--- config.mk ---
export PLATFORM = sky130hd
export DESIGN_NAME = load_store_unit
export DESIGN_NICKNAME = d
export VERILOG_FILES = /design/src/rtl/load_store_unit.sv
export SDC_FILE = /design/constraint.sdc
export NUM_CORES = 1
export LEC_CHECK = 0
export CAP_MARGIN = 5
export CORE_ASPECT_RATIO = 1.1
export CORE_MARGIN = 2
export CORE_UTILIZATION = 51
export CTS_CLUSTER_SIZE = 40
export DETAILED_ROUTE_END_ITERATION = 10
export PLACE_DENSITY = 0.86
export SLEW_MARGIN = 20
export SYNTH_ARGS = -nofsm -noshare
export SYNTH_HDL_FRONTEND = slang
export SYNTH_SLANG_ARGS = --single-unit
--- constraint.sdc ---
create_clock -name clk -period 3.4 [get_ports clk]
set_clock_uncertainty 0.2 [all_clocks]
set_input_delay 0.68 -clock clk [delete_from_list [all_inputs] [get_ports clk]]
set_output_delay 0.68 -clock clk [all_outputs]
set_load 0.02 [all_outputs]
--- src/rtl/load_store_unit.sv ---
// Memory-stage load/store unit: issues one data-memory access at a time,
// formats load data for writeback and stalls the pipeline while busy.
module load_store_unit #(
    parameter int unsigned TIMEOUT = 15
) (
    input  logic        clk,
    input  logic        rst,
    input  logic        execute_mem_read,
    input  logic        execute_mem_write,
    input  logic [2:0]  execute_funct3,
    input  logic [31:0] execute_alu_result,
    input  logic [31:0] execute_store_data,
    output logic        lsu_stall,
    output logic        lsu_fault,
    output logic [31:0] mem_read_data,
    output logic        dmem_req,
    output logic        dmem_we,
    output logic [31:0] dmem_addr,
    output logic [3:0]  dmem_be,
    output logic [31:0] dmem_wdata,
    input  logic [31:0] dmem_rdata,
    input  logic        dmem_ack
);

    typedef enum logic [1:0] {IDLE, REQ, DONE} state_t;

    state_t      state, state_next;
    logic        fault_flag;
    logic [31:0] count;
    logic [1:0]  byte_off;
    logic [2:0]  funct3_q;
    logic        is_load;

    logic        request;
    logic        funct3_ok;
    logic        misaligned;
    logic        legal;
    logic        timed_out;

    // Byte enables for a store of the given size at the given byte offset.
    function automatic logic [3:0] store_be(input logic [2:0] f3, input logic [1:0] off);
        case (f3[1:0])
            2'b00:   return 4'b0001 << off;
            2'b01:   return 4'b0011 << off;
            default: return 4'b1111;
        endcase
    endfunction

    // Replicate store data across all lanes so any enabled lane carries it.
    function automatic logic [31:0] store_wdata(input logic [2:0] f3, input logic [31:0] d);
        case (f3[1:0])
            2'b00:   return {4{d[7:0]}};
            2'b01:   return {2{d[15:0]}};
            default: return d;
        endcase
    endfunction

    // Extract the addressed byte/half and sign- or zero-extend it.
    function automatic logic [31:0] load_format(input logic [2:0] f3, input logic [1:0] off,
                                                input logic [31:0] rdata);
        logic        [7:0]  b;
        logic        [15:0] h;
        logic signed [7:0]  sb;
        logic signed [15:0] sh;
        case (off)
            2'b00:   b = rdata[7:0];
            2'b01:   b = rdata[15:8];
            2'b10:   b = rdata[23:16];
            default: b = rdata[31:24];
        endcase
        h  = off[1] ? rdata[31:16] : rdata[15:0];
        sb = b;
        sh = h;
        case (f3)
            3'b000:  return 32'(sb);
            3'b001:  return 32'(sh);
            3'b100:  return {24'd0, b};
            3'b101:  return {16'd0, h};
            default: return rdata;
        endcase
    endfunction

    assign request   = execute_mem_read | execute_mem_write;
    assign timed_out = (TIMEOUT != 0) && (count == TIMEOUT);

    // Classify the incoming request: funct3 legality, alignment, read+write conflict.
    always_comb begin
        funct3_ok  = 1'b0;
        misaligned = 1'b0;
        if (execute_mem_read) begin
            case (execute_funct3)
                3'b000, 3'b001, 3'b010, 3'b100, 3'b101: funct3_ok = 1'b1;
                default:                                funct3_ok = 1'b0;
            endcase
        end else begin
            case (execute_funct3)
                3'b000, 3'b001, 3'b010: funct3_ok = 1'b1;
                default:                funct3_ok = 1'b0;
            endcase
        end
        if (execute_funct3[1:0] == 2'b01 && execute_alu_result[0])
            misaligned = 1'b1;
        if (execute_funct3[1:0] == 2'b10 && execute_alu_result[1:0] != 2'b00)
            misaligned = 1'b1;
        legal = funct3_ok && !misaligned && !(execute_mem_read && execute_mem_write);
    end

    // Next-state and combinational stall/fault outputs.
    always_comb begin
        state_next = state;
        lsu_stall  = 1'b0;
        lsu_fault  = 1'b0;
        case (state)
            IDLE: begin
                if (request) begin
                    lsu_stall  = 1'b1;
                    state_next = legal ? REQ : DONE;
                end
            end
            REQ: begin
                lsu_stall = 1'b1;
                if (dmem_ack || timed_out)
                    state_next = DONE;
            end
            DONE: begin
                lsu_fault  = fault_flag;
                state_next = IDLE;
            end
            default: state_next = IDLE;
        endcase
    end

    // State register.
    always_ff @(posedge clk) begin
        if (rst) state <= IDLE;
        else     state <= state_next;
    end

    // Bus outputs, load result, fault flag and timeout counter.
    always_ff @(posedge clk) begin
        if (rst) begin
            fault_flag    <= 1'b0;
            count         <= 32'd0;
            byte_off      <= 2'b00;
            funct3_q      <= 3'b000;
            is_load       <= 1'b0;
            mem_read_data <= 32'd0;
            dmem_req      <= 1'b0;
            dmem_we       <= 1'b0;
            dmem_addr     <= 32'd0;
            dmem_be       <= 4'd0;
            dmem_wdata    <= 32'd0;
        end else begin
            case (state)
                IDLE: begin
                    if (request) begin
                        fault_flag <= !legal;
                        count      <= 32'd0;
                        byte_off   <= execute_alu_result[1:0];
                        funct3_q   <= execute_funct3;
                        is_load    <= execute_mem_read;
                        if (legal) begin
                            dmem_req   <= 1'b1;
                            dmem_we    <= execute_mem_write;
                            dmem_addr  <= {execute_alu_result[31:2], 2'b00};
                            dmem_be    <= execute_mem_write
                                          ? store_be(execute_funct3, execute_alu_result[1:0])
                                          : 4'b1111;
                            dmem_wdata <= execute_mem_write
                                          ? store_wdata(execute_funct3, execute_store_data)
                                          : 32'd0;
                        end else if (execute_mem_read) begin
                            mem_read_data <= 32'd0;
                        end
                    end
                end
                REQ: begin
                    if (dmem_ack) begin
                        dmem_req <= 1'b0;
                        if (is_load)
                            mem_read_data <= load_format(funct3_q, byte_off, dmem_rdata);
                    end else if (timed_out) begin
                        dmem_req   <= 1'b0;
                        fault_flag <= 1'b1;
                        if (is_load)
                            mem_read_data <= 32'd0;
                    end else begin
                        count <= count + 32'd1;
                    end
                end
                default: ;
            endcase
        end
    end

endmodule

==> metrics, run 1 <==
most common cell after layout, fill and taps aside=clkdlybuf4s50_1; critical path peak fanout=4; grt total ovfl=0; clk_lat worst skew=420 ps; critical path endpoint=lsu_stall; synthesized instance count=836; Hold Fails Final Rpt=0; GPL Wtd Cong=0.860; highest routed layer=met4; num rows=44; Total Wirelength=20100 um; met2 routed wirelength=9710 um; Post-Place Worst Slack=179 ps; syn_area_per_cell=8.07 sq um; P&R area growth vs syn=42.3%; RSZ-0062 raised after global routing=false; Final period util=91.1%; post-synth cell types=58; Max VDD drop=367 uV; hold_buf cts=0; vias per cell=5.74; largest net degree at the start of global routing=81; Worst setup SP type=primary input; Worst Min Path Start=dmem_wdata[0]$_SDFFE_PP0P_; switching power=1.11 mW; pwr dens=469 nW/um^2; DIE AREA=14200 sq um; DPL Wire Length=14000 um; ys async rst share=0%; leakage=3.49 nW; post-cts resize count=0; number of port buffers=205; post-synthesis sequential area ratio=41.8%; WL per Instance=16.8 um; reg-to-reg slack, setup=710 ps; CP endpoint kind=output pin; share of cells above drive strength 1=9.26%; TNS Setup=0 ps; Min Clock Period, post-route=3100 ps; Starting Density=51.7%; Antenna Nets Post-Route=0; via count=6876; top_reg_cell synth=dfxtp_1; relative slew slack=30.4%; root buffer cell=clkbuf_16; die width=114 um; FMAX=0.323 GHz; 1st-iter DRT viols=415; Antenna diodes=0; EDFF count, synth=0; total track usage=28.6%; Netlist Area Pre-Place=6750 sq um; final worst slack=302 ps; Switching Fraction=24.6%; post-CTS setup buffers=0; met3 routed WL=1710 um; number of remaining DRC errors=0; die height=125 um; initial antenna violation count=0; CTS Buf Count=17; CTS tree=built; Ports=208; cell-internal power=3.40 mW; clock-pin slew on the worst setup and hold paths=60 ps; part of the power in registers=38.3%; slew of the pin with the lowest slew margin=1040 ps; # setup viols final=0; Clock Sinks=141; Clk pwr share=47.4%; # Max-Cap Violations=0; NumNets Final=1129; first-pass GRT wire length=32900 um; R2R cell count=7; Yosys reg bits=141; WP data required=2520 ps; Finished Cell Area=9610 sq um; R2R Path End=mem_read_data[6]$_SDFFE_PP0P_; Syn. warnings=0; Logic pwr share=14.3%; drt pass-1 iters=5; number of fill cells=958; vias in the first global route=6692; CTS Buffer Depth=2; M1 wire length=8100 um; fin. max-slew vios=0; htree depth=4; CP Data Arrival Time=2220 ps; RR Startpoint=count[0]$_SDFFE_PP0P_; critical path type=primary input to output pin; min-delay worst type=flip-flop to flip-flop; Std-Cell Core Area=13000 sq um; commonest cells after routing, fill and taps aside=clkdlybuf4s50_1, nand2_1, dfxtp_1, a21oi_1, nand3_1; dpl cell area=8930 sq um; CP Launch Point=execute_mem_read; run status=complete, no violations
state kept, by name, indices dropped and copies added (netlist names):
register,count
dmem_wdata,32
dmem_we,1
dmem_addr,30
byte_off,2
mem_read_data,32
dmem_req,1
funct3_q,3
is_load,1
dmem_be,4
state,2
fault_flag,1
count,32
power by group through the flow:
stage               combinational (mW)  sequential [mW]  clock [mW]
floorplan                        0.321             1.79           0
global placement                 0.626             1.76           0
detailed placement               0.635             1.76           0
CTS                              0.643             1.72        2.16
global route                     0.695             1.73        2.23
finish                           0.646             1.73        2.13
cell families (layout without fill, tap and decap cells):
group           Yosys count  count (layout)  synth area share, %
flops                   141             141                 41.8
fa+ha+maj                 1               1                0.185
mux                      67              67                 10.6
xor+xnor                  9               9                 1.17
simple gates            349             349                 24.0
other cells               1               2               0.0556
buf+inv                  70             270                 4.56
compound gates          198             198                 17.6
worst min path at each step:
stage | slack [ps] | endpoint | depth (start not counted)
finish | 250 | dmem_wdata[0]$_SDFFE_PP0P_ | 2
global route | 260 | dmem_wdata[8]$_SDFFE_PP0P_ | 2
CTS | 250 | dmem_wdata[17]$_SDFFE_PP0P_ | 2
detailed placement | 240 | dmem_wdata[5]$_SDFFE_PP0P_ | 2
global placement | 240 | dmem_wdata[0]$_SDFFE_PP0P_ | 2
floorplan | 250 | funct3_q[2]$_SDFFE_PP0P_ | 2
worst max-delay path: stages:
cell             delay (ps)
clkdlybuf4s50_1         420
nor3_1                  350
nor2_1                  160
clkdlybuf4s50_1         610
per-stage QoR:
| stage | util, % | power [mW] | instances | hold slack (ps) |
|---|---|---|---|---|
| finish | 73.6 | 4.51 | 1198 | 249 |
| global route | 73.6 | 4.65 | 1198 | 264 |
| CTS | 73.6 | 4.53 | 1198 | 250 |
| detailed placement | 68.5 | 2.40 | 1166 | 244 |
| global placement | 68.5 | 2.38 | 1166 | 238 |
| floorplan | - | 2.11 | 837 | 245 |
metal layers:
| metal | vias up | GRT usage [%] |
|---|---|---|
| li1 | 3328 | - |
| met1 | 3223 | 33.9 |
| met2 | 275 | 47.2 |
| met3 | 50 | 9.15 |
| met4 | 0 | 12.7 |
| met5 | - | 0 |
Yosys cell counts, types with 3 or more instances:
master      n  share of area (%)
a21o_1     17                1.9
a21oi_1   100                7.4
a311oi_1    3               0.39
a31oi_1     7               0.65
and3_1      7               0.65
buf_1       6               0.33
buf_2      12               0.89
buf_6       3               0.50
clkbuf_1   37                2.1
dfxtp_1   141                 42
inv_1       8               0.44
mux2_2     25                4.2
mux2i_1    40                5.9
nand2_1   191                 11
nand2b_1    4               0.37
nand3_1    49                3.6
nand4_1     8               0.74
nor2_1     35                1.9
nor2b_1     4               0.37
nor3_1      6               0.44
nor4_1      7               0.65
o211ai_1   15                1.7
o21a_1      3               0.33
o21ai_0    25                1.9
o221ai_1    7               0.91
o31ai_1     7               0.78
or3_1       9               0.83
or4_1      11                1.2
xnor2_1     4               0.52
xor2_1      5               0.65
layout make-up:
cell class | count | area [sq um] | area share [%]
Clock inverter | 13 | 234 | 2.44
Clock buffer | 19 | 443 | 4.61
Inverter | 10 | 37.5 | 0.391
Tap cell | 161 | 201 | 2.10
Multi-Input combinational cell | 626 | 3640 | 37.9
Sequential cell | 141 | 2820 | 29.4
Timing Repair Buffer | 228 | 2230 | 23.2
Power figures use the tool's default switching activity.
==> inputs of run 2 (changes only) <==
CORE_UTILIZATION = 52   (was 51)
CTS_BUF_LIST = sky130_fd_sc_hd__clkbuf_4 sky130_fd_sc_hd__clkbuf_8   (was unset)
PLACE_DENSITY = 0.88   (was 0.86)
==> run 2 against run 1 <==
Against the previous run: critical path depth unchanged; final cell count down 0.83%; register-to-register slack worse by 220 ps; sequential power about the same; maximum frequency down 3.8%; utilization down 0.061 points; clock power down 37%; via count down 0.77%; global-route usage down 0.58 points; final area down 3.2%; routed wire length down 1.2%; largest cell class unchanged; highest routed layer unchanged.
==> metrics, run 2 (same netlist as run 1, synthesis figures left out) <==
RSZ-0062 raised after global routing=false; vias per cell=5.74 (about the same); CTS tree=built; die width=113 um (-0.93%); share of cells above drive strength 1=8.92% (-0.33 points); P&R area growth vs syn=37.8%; fin. max-slew vios=0 (unchanged); drt pass-1 iters=5 (unchanged); via count=6823 (-0.77%); clk_lat worst skew=460 ps (+40 ps); post-CTS setup buffers=0 (unchanged); clock-pin slew on the worst setup and hold paths=70 ps (about the same); 1st-iter DRT viols=485 (+17%); CP endpoint kind=output pin; DIE AREA=13900 sq um (-1.9%); Finished Cell Area=9300 sq um (-3.2%); WL per Instance=16.7 um (-0.39%); number of remaining DRC errors=0 (unchanged); Switching Fraction=26.7% (+2.1 points); switching power=992 uW (-11%); FMAX=0.310 GHz (-3.8%); part of the power in registers=46.3% (+8.0 points); NumNets Final=1125 (-0.35%); initial antenna violation count=0 (unchanged); CTS Buf Count=17 (unchanged); Critical Path Max Stage Delay=720 ps (+110 ps); leakage=3.36 nW (-3.8%); slowest CP cell=clkdlybuf4s50_1; largest net degree at the start of global routing=81 (unchanged); most common cell after layout, fill and taps aside=clkdlybuf4s50_1; min-delay worst type=flip-flop to flip-flop; Worst path most repeated cell=clkdlybuf4s50_1; post-cts resize count=0 (unchanged); number of port buffers=205 (unchanged); Max VDD drop=310 uV (-16%); WP data required=2520 ps (about the same); grt total ovfl=0 (unchanged); htree depth=4 (unchanged); # setup viols final=0 (unchanged); Starting Density=53.4% (+1.7 points); TNS Setup=0 ps (unchanged); CP Data Arrival Time=2340 ps (+120 ps); critical path type=primary input to output pin; commonest cells after routing, fill and taps aside=clkdlybuf4s50_1, nand2_1, dfxtp_1, a21oi_1, nand3_1; first-pass GRT wire length=31200 um (-5.2%); slew of the pin with the lowest slew margin=881 ps (-159 ps); critical path peak fanout=4 (unchanged); num rows=43 (-2.3%); Antenna Nets Post-Route=0 (unchanged); run status=complete, no violations; Logic pwr share=17.3% (+3.0 points); Std-Cell Core Area=12600 sq um (-3.1%); hold_buf cts=0 (unchanged); WP buf/inv=2 (unchanged); Final period util=94.7% (+3.6 points); relative slew slack=41.3% (+11 points); root buffer cell=clkbuf_8; Pwr Total=3.72 mW (-17%); worst hold slack=252 ps (+3.32 ps); GPL Wtd Cong=0.884 (+2.9%); Clk pwr share=36.4% (-11 points); Largest regs=count x32, dmem_wdata x32, mem_read_data x32; Hold Fails Final Rpt=0 (unchanged); # Max-Cap Violations=0 (unchanged); Ports=208 (unchanged); total track usage=28.1% (-0.58 points); die height=123 um (-0.93%); Min Clock Period, post-route=3220 ps (+123 ps); Worst setup SP type=primary input; Clock Sinks=141 (unchanged); vias in the first global route=6427 (-4.0%); CTS Buffer Depth=2 (unchanged); CP delay by family, top=buffers and inverters; Total Wirelength=19900 um (-1.2%); DPL Wire Length=14000 um (+0.19%); pwr dens=400 nW/um^2 (-15%); Antenna diodes=0 (unchanged); cell-internal power=2.73 mW (-20%); critical path, cell by cell=clkdlybuf4s50_1 > nor3_1 > nor2_1 > clkdlybuf4s50_1; dpl cell area=8910 sq um (-0.25%)
==> run 2: cell count changes in the layout (fill, tap and decap cells not counted), sizes merged <==
cell / delta
buf: -4
bufinv: -4
clkbuf: +4
clkinv: +3
clkinvlp: -2
inv: -3
==> run 2: worst paths after layout <==
check                                                 start  cells past startpoint  slack [ps]                             end
worst max register to register        count[0]$_SDFFE_PP0P_                      7         490  mem_read_data[14]$_SDFFE_PP0P_
worst min register to register  dmem_wdata[18]$_SDFFE_PP0P_                      2         250     dmem_wdata[18]$_SDFFE_PP0P_
worst min-delay path            dmem_wdata[18]$_SDFFE_PP0P_                      2         250     dmem_wdata[18]$_SDFFE_PP0P_
worst max-delay path                      execute_mem_write                      4         180                       lsu_stall
==> run 2: layout make-up <==
| cell class | instances | area [sq um] |
|---|---|---|
| clock inverters | 7 | 87.6 |
| well taps | 157 | 196 |
| flip-flops and latches | 141 | 2820 |
| multi-input cells | 626 | 3640 |
| inverters | 10 | 37.5 |
| fillers | 929 | 3340 |
| clock buffers | 23 | 304 |
| repair buffers | 224 | 2210 |
==> run 2: per-layer routing <==
metal  vias to the layer above  part of all wire, %  GRT usage [%]
met2                       269                   49           47.2
met1                      3204                   39           31.7
met4                         0                  2.6           12.6
met5                         -                    0              0
met3                        42                  9.5           11.0
li1                       3308                    -              -
==> run 2: stage by stage <==
step / worst slack [ps] / std cells / util, %
finish: 179 / 1188 / 73.6
global route: 130 / 1188 / 73.6
CTS: 206 / 1188 / 73.6
detailed placement: 178 / 1158 / 70.5
global placement: 226 / 1158 / 70.5
floorplan: 1130 / 837 / -
==> run 2: power by group through the flow <==
stage / clock network (mW) / logic (mW) / registers (mW)
after detailed placement: 0 / 0.636 / 1.76
after CTS: 1.37 / 0.642 / 1.72
after global placement: 0 / 0.628 / 1.75
after global routing: 1.46 / 0.692 / 1.72
after floorplan: 0 / 0.321 / 1.79
final: 1.35 / 0.645 / 1.72
==> run 2: worst min-delay path: stages (launching register included) <==
cell and delay, ps:
dfxtp_1 310, nand2_1 50, a21oi_1 50
==> patch 1 (flow settings as in run 2) <==
Re-encode `state_t` (3 states) as one-hot, 3 bits wide.
--- a/src/rtl/load_store_unit.sv
+++ b/src/rtl/load_store_unit.sv
@@ -22,7 +22,7 @@
     input  logic        dmem_ack
 );
 
-    typedef enum logic [1:0] {IDLE, REQ, DONE} state_t;
+    typedef enum logic [2:0] {IDLE = 3'b001, REQ = 3'b010, DONE = 3'b100} state_t;
 
     state_t      state, state_next;
     logic        fault_flag;
Function: same outputs for any inputs over 4 cycles, from zero or initial values and one cycle with rst high; so few cycles prove little.
==> patch 1 against run 2 <==
- fmax is 1.3% higher
- sequential cell count is 1 higher
- total power is 1.8% higher
- design area is 1.0% lower
- routed wire length is 4.2% lower
- worst setup slack better by 0.041 ns
- largest power group unchanged
- worst hold slack better by 0.0030 ns
- synthesized area is 2.5% lower
==> patch 1: results (changes against run 2) <==
----------------------------------------------------
[Status]
  Outcome ... finished clean (unchanged)

[Worst hold path]
  Worst Hold Path EP ... dmem_addr[28]$_SDFFE_PP0P_ (was dmem_wdata[18]$_SDFFE_PP0P_)
  Startpoint of the worst hold path ... dmem_addr[28]$_SDFFE_PP0P_ (was dmem_wdata[18]$_SDFFE_PP0P_)

[Setup path]
  Reg-to-reg critical path startpoint ... state[2]$_SDFFE_PP0P_ (was count[0]$_SDFFE_PP0P_)
  Worst reg2reg setup slack ... 0.81 ns (was 0.49 ns)
  Longest individual stage delay on the worst path ... 0.65 ns (was 0.72 ns)
  WP data arrival ... 2.30 ns (was 2.34 ns)
  Length in cells of the worst reg-to-reg path ... 5 (was 7)

[GRT]
  Met1 track demand over resource ... 30.81% (was 31.69%)
  Met3 GRT Util ... 10.10% (was 10.98%)
  Grt met2 use ... 46.76% (was 47.16%)
  Via count of the first global-routing pass ... 6111 (was 6427)
  Maximum number of pins on one net before global-route repair ... 65 (was 81)
  GRT Resource Usage Total ... 27.58% (was 28.07%)
  Global-route wire length before repair ... 29920 µm (was 31150 µm)

[Detailed routing]
  Detailed router's first-iteration violation count ... 337 (was 485)
  Total wire length after detailed routing ... 19070 µm (was 19900 µm)
  Per-cell via count in the routed design ... 5.670 (was 5.743)

[Placement]
  Placed cell count ... 1106 (was 1158)
  Placed cell area ... 8806 µm² (was 8909 µm²)
  DP HPWL ... 13980 µm (was 14000 µm)

[Yosys]
  Gate count after technology mapping ... 770 (was 836)
  Most common library cells after synthesis ... sky130_fd_sc_hd__dfxtp_1 (142), sky130_fd_sc_hd__nand2_1 (129), sky130_fd_sc_hd__nor2_1 (64), sky130_fd_sc_hd__a21oi_1 (55), sky130_fd_sc_hd__a22oi_1 (33) (was sky130_fd_sc_hd__nand2_1 (191), sky130_fd_sc_hd__dfxtp_1 (141), sky130_fd_sc_hd__a21oi_1 (100), sky130_fd_sc_hd__nand3_1 (49), sky130_fd_sc_hd__mux2i_1 (40))
  Share of synthesized area occupied by flip-flops and latches ... 43.21% (was 41.82%)
  Number of different library cells in the post-synthesis netlist ... 69 (was 58)
  Leading cell types by total area after synthesis ... sky130_fd_sc_hd__dfxtp_1 (43%), sky130_fd_sc_hd__nand2_1 (7.4%), sky130_fd_sc_hd__a21oi_1 (4.2%) (was sky130_fd_sc_hd__dfxtp_1 (42%), sky130_fd_sc_hd__nand2_1 (11%), sky130_fd_sc_hd__a21oi_1 (7.4%))

[Power]
  Pleak ... 3.225 nW (was 3.357 nW)
  Worst IR drop on VDD ... 0.4741 mV (was 0.3101 mV)

[Final layout]
  # nets final ... 1073 (was 1125)
  Layout cell share with drive strength beyond 1 ... 9.888% (was 8.923%)

[Timing]
  Worst relative slew slack ... 43.29% (was 41.27%)

[Clock tree]
  Post-CTS setup repair buffer count ... 0 (unchanged)
  Clock insertion delay at the later pin of the skew report ... between 0.4 and 0.5 ns

----------------------------------------------------
[patch 1: cell types whose count changed in the layout (fill, tap and decap cells not counted), moves of 15 or more]
| cell | before | now |
|---|---|---|
| sky130_fd_sc_hd__nand3_1 | 48 | 13 |
| sky130_fd_sc_hd__nand2b_1 | 4 | 31 |
| sky130_fd_sc_hd__a21oi_1 | 100 | 55 |
| sky130_fd_sc_hd__a22oi_1 | 2 | 33 |
| sky130_fd_sc_hd__nor2_1 | 34 | 64 |
| sky130_fd_sc_hd__a22o_1 | 1 | 16 |
| sky130_fd_sc_hd__mux2i_1 | 40 | 22 |
| sky130_fd_sc_hd__a21o_1 | 17 | 0 |
| sky130_fd_sc_hd__nand2_1 | 191 | 129 |
[patch 1: how the worst max path moves through the flow]
stage,start,to,slack (ns)
2_1_floorplan,execute_funct3[1],mem_read_data[0]$_SDFFE_PP0P_,0.98
3_3_place_gp,execute_mem_read,lsu_stall,0.24
3_5_place_dp,execute_mem_read,lsu_stall,0.21
4_1_cts,execute_mem_read,lsu_stall,0.20
5_1_grt,execute_mem_read,lsu_stall,0.17
6_report,execute_mem_read,lsu_stall,0.22
[patch 1: stage by stage]
step                utilization [%]  setup WS, ns
floorplan                         -        0.9793
global placement              70.55        0.2382
detailed placement            70.55        0.2107
CTS                           73.76        0.1990
global route                  73.76        0.1728
finish                        73.76        0.2201
[patch 1: logic make-up after synthesis]
group	after synthesis	synth area share [%]
other	1	0.05700
xor gates and xnor gates	9	1.198
AOI/OAI and AO/OA	186	19.70
adders and majority gates	1	0.1902
buffers and inverters	60	3.937
muxes	47	7.798
DFF	142	43.21
and+or+nand+nor	324	23.91
[patch 1: layout make-up]
class | instances | share of cell area, %
Clock buffer | 19 | 2.840
Multi-Input combinational cell | 569 | 37.81
Tap cell | 157 | 2.134
Clock inverter | 13 | 1.509
Sequential cell | 142 | 30.88
Timing Repair Buffer | 229 | 24.46
Inverter | 9 | 0.3669
[patch 1: worst reg2reg max path, delay by kind of cell, from the launching register on]
family | cells | cell delay [ns]
and+or+nand+nor | 2 | 1.33
DFF | 1 | 0.47
buffers and inverters | 1 | 0.29
AOI/OAI and AO/OA | 2 | 0.25
[patch 1: routing by layer]
metal / vias up / part of all wire, %
li1: 3180 / -
met1: 2974 / 39
met2: 247 / 49
met3: 52 / 9.1
met4: 0 / 3.4
met5: - / 0
[patch 1: report_power, final]
part           internal (W)  leakage [nW]  switching [W]
logic              0.000321          1.87       0.000357
clock network      0.000691         0.202       0.000663
registers           0.00171          1.15      0.0000427
total               0.00272          3.22        0.00106
==> patch 2 (config.mk and constraints of run 2) <==
Made on the original files. The parameter `TIMEOUT` goes from 15 to 8.
--- a/src/rtl/load_store_unit.sv
+++ b/src/rtl/load_store_unit.sv
@@ -1,7 +1,7 @@
 // Memory-stage load/store unit: issues one data-memory access at a time,
 // formats load data for writeback and stalls the pipeline while busy.
 module load_store_unit #(
-    parameter int unsigned TIMEOUT = 15
+    parameter int unsigned TIMEOUT = 8
 ) (
     input  logic        clk,
     input  logic        rst,
Formal check against the unedited RTL: no difference found for any inputs over 4 cycles, from zero or initial values and one cycle with rst high; that may be too few to reach the edited logic, so the function may still have changed.
==> patch 2 against run 2 <==
- total power rose by 0.77%
- design area fell by 2.3%
- sequential cell count did not move
- utilization rose by 1.3 points
- register-to-register slack improved by 0.42 ns
- synthesized area fell by 3.4%
- routed wire length fell by 1.6%
- non-clock buffer count rose by 1
- die area fell by 3.3%
- critical endpoint unchanged
- worst setup slack improved by 0.14 ns
- synthesized cell count fell by 4.3%
==> patch 2: results (changes against run 2) <==
----------------------------------------------------
[Status]
  Outcome ... finished clean (unchanged)

[Final layout]
  Layout cell share with drive strength beyond 1 ... 8.442% (was 8.923%)
  # nets final ... 1088 (was 1125)

[Yosys]
  Adder-cell share of the synthesized area ... 0.3838% (was 0.1854%)
  Number of different library cells in the post-synthesis netlist ... 57 (was 58)
  Most common library cells after synthesis ... sky130_fd_sc_hd__nand2_1 (151), sky130_fd_sc_hd__dfxtp_1 (141), sky130_fd_sc_hd__a21oi_1 (83), sky130_fd_sc_hd__nor2_1 (50), sky130_fd_sc_hd__clkbuf_1 (44) (was sky130_fd_sc_hd__nand2_1 (191), sky130_fd_sc_hd__dfxtp_1 (141), sky130_fd_sc_hd__a21oi_1 (100), sky130_fd_sc_hd__nand3_1 (49), sky130_fd_sc_hd__mux2i_1 (40))
  Share of synthesized area occupied by flip-flops and latches ... 43.29% (was 41.82%)
  Fraction of synthesized area in multiplexers ... 5.911% (was 10.60%)
  Gate count after technology mapping ... 800 (was 836)
  Compound-gate portion of the synthesized area ... 18.33% (was 17.63%)
  Leading cell types by total area after synthesis ... sky130_fd_sc_hd__dfxtp_1 (43%), sky130_fd_sc_hd__nand2_1 (8.7%), sky130_fd_sc_hd__a21oi_1 (6.4%) (was sky130_fd_sc_hd__dfxtp_1 (42%), sky130_fd_sc_hd__nand2_1 (11%), sky130_fd_sc_hd__a21oi_1 (7.4%))
  Fraction of synthesized cell area in xor and xnor cells ... 2.015% (was 1.168%)

[Worst hold path]
  Worst Hold Path EP ... dmem_wdata[23]$_SDFFE_PP0P_ (was dmem_wdata[18]$_SDFFE_PP0P_)
  Startpoint of the worst hold path ... dmem_wdata[23]$_SDFFE_PP0P_ (was dmem_wdata[18]$_SDFFE_PP0P_)

[Placement]
  Placer Congestion ... 0.8212 (was 0.8841)
  Post-Place Worst Slack ... 0.2386 ns (was 0.1778 ns)

[Detailed routing]
  Length of routed wiring on met1 ... 7789 µm (was 7752 µm)
  Routed wl met2 ... 9322 µm (was 9732 µm)
  WL per Instance ... 17.04 µm (was 16.75 µm)
  Detailed router's first-iteration violation count ... 507 (was 485)
  Total wire length after detailed routing ... 19570 µm (was 19900 µm)

[Timing]
  Time the final worst path needs with I/O delays and setup ... 3.085 ns (was 3.221 ns)
  Tightest Pin Transition ... 0.7064 ns (was 0.8809 ns)

[GRT]
  Met3 GRT Util ... 10.59% (was 10.98%)
  Global-route wire length before repair ... 31110 µm (was 31150 µm)
  Via count of the first global-routing pass ... 6257 (was 6427)
  Met1 track demand over resource ... 33.70% (was 31.69%)

[Setup path]
  WP data arrival ... 2.20 ns (was 2.34 ns)
  Crit Reg-Reg Endpoint ... mem_read_data[24]$_SDFFE_PP0P_ (was mem_read_data[14]$_SDFFE_PP0P_)

[Power]
  Final Total Pwr ... 0.003747 W (was 0.003719 W)

----------------------------------------------------
patch 2: cell count changes in the layout (fill, tap and decap cells not counted), moves of 16 or more:
cell,before,now
sky130_fd_sc_hd__nand3b_1,0,33
sky130_fd_sc_hd__nand2_1,191,150
sky130_fd_sc_hd__o21ai_0,25,43
sky130_fd_sc_hd__a21oi_1,100,83
sky130_fd_sc_hd__mux2i_1,40,16
sky130_fd_sc_hd__a21o_1,17,0
sky130_fd_sc_hd__nor2_1,34,50
patch 2: critical path: cells and delay by family:
| family | cells | cell delay, ns |
|---|---|---|
| simple gates | 2 | 0.35 |
| buf+inv | 2 | 1.17 |
patch 2: area by class of cell:
cell class                      count  area [µm²]
Clock buffer                       21       289.0
Clock inverter                     11       138.9
Fill cell                         877        3052
Inverter                           11       41.29
Multi-Input combinational cell    586        3391
Sequential cell                   141        2823
Tap cell                          154       192.7
Timing Repair Buffer              225        2212
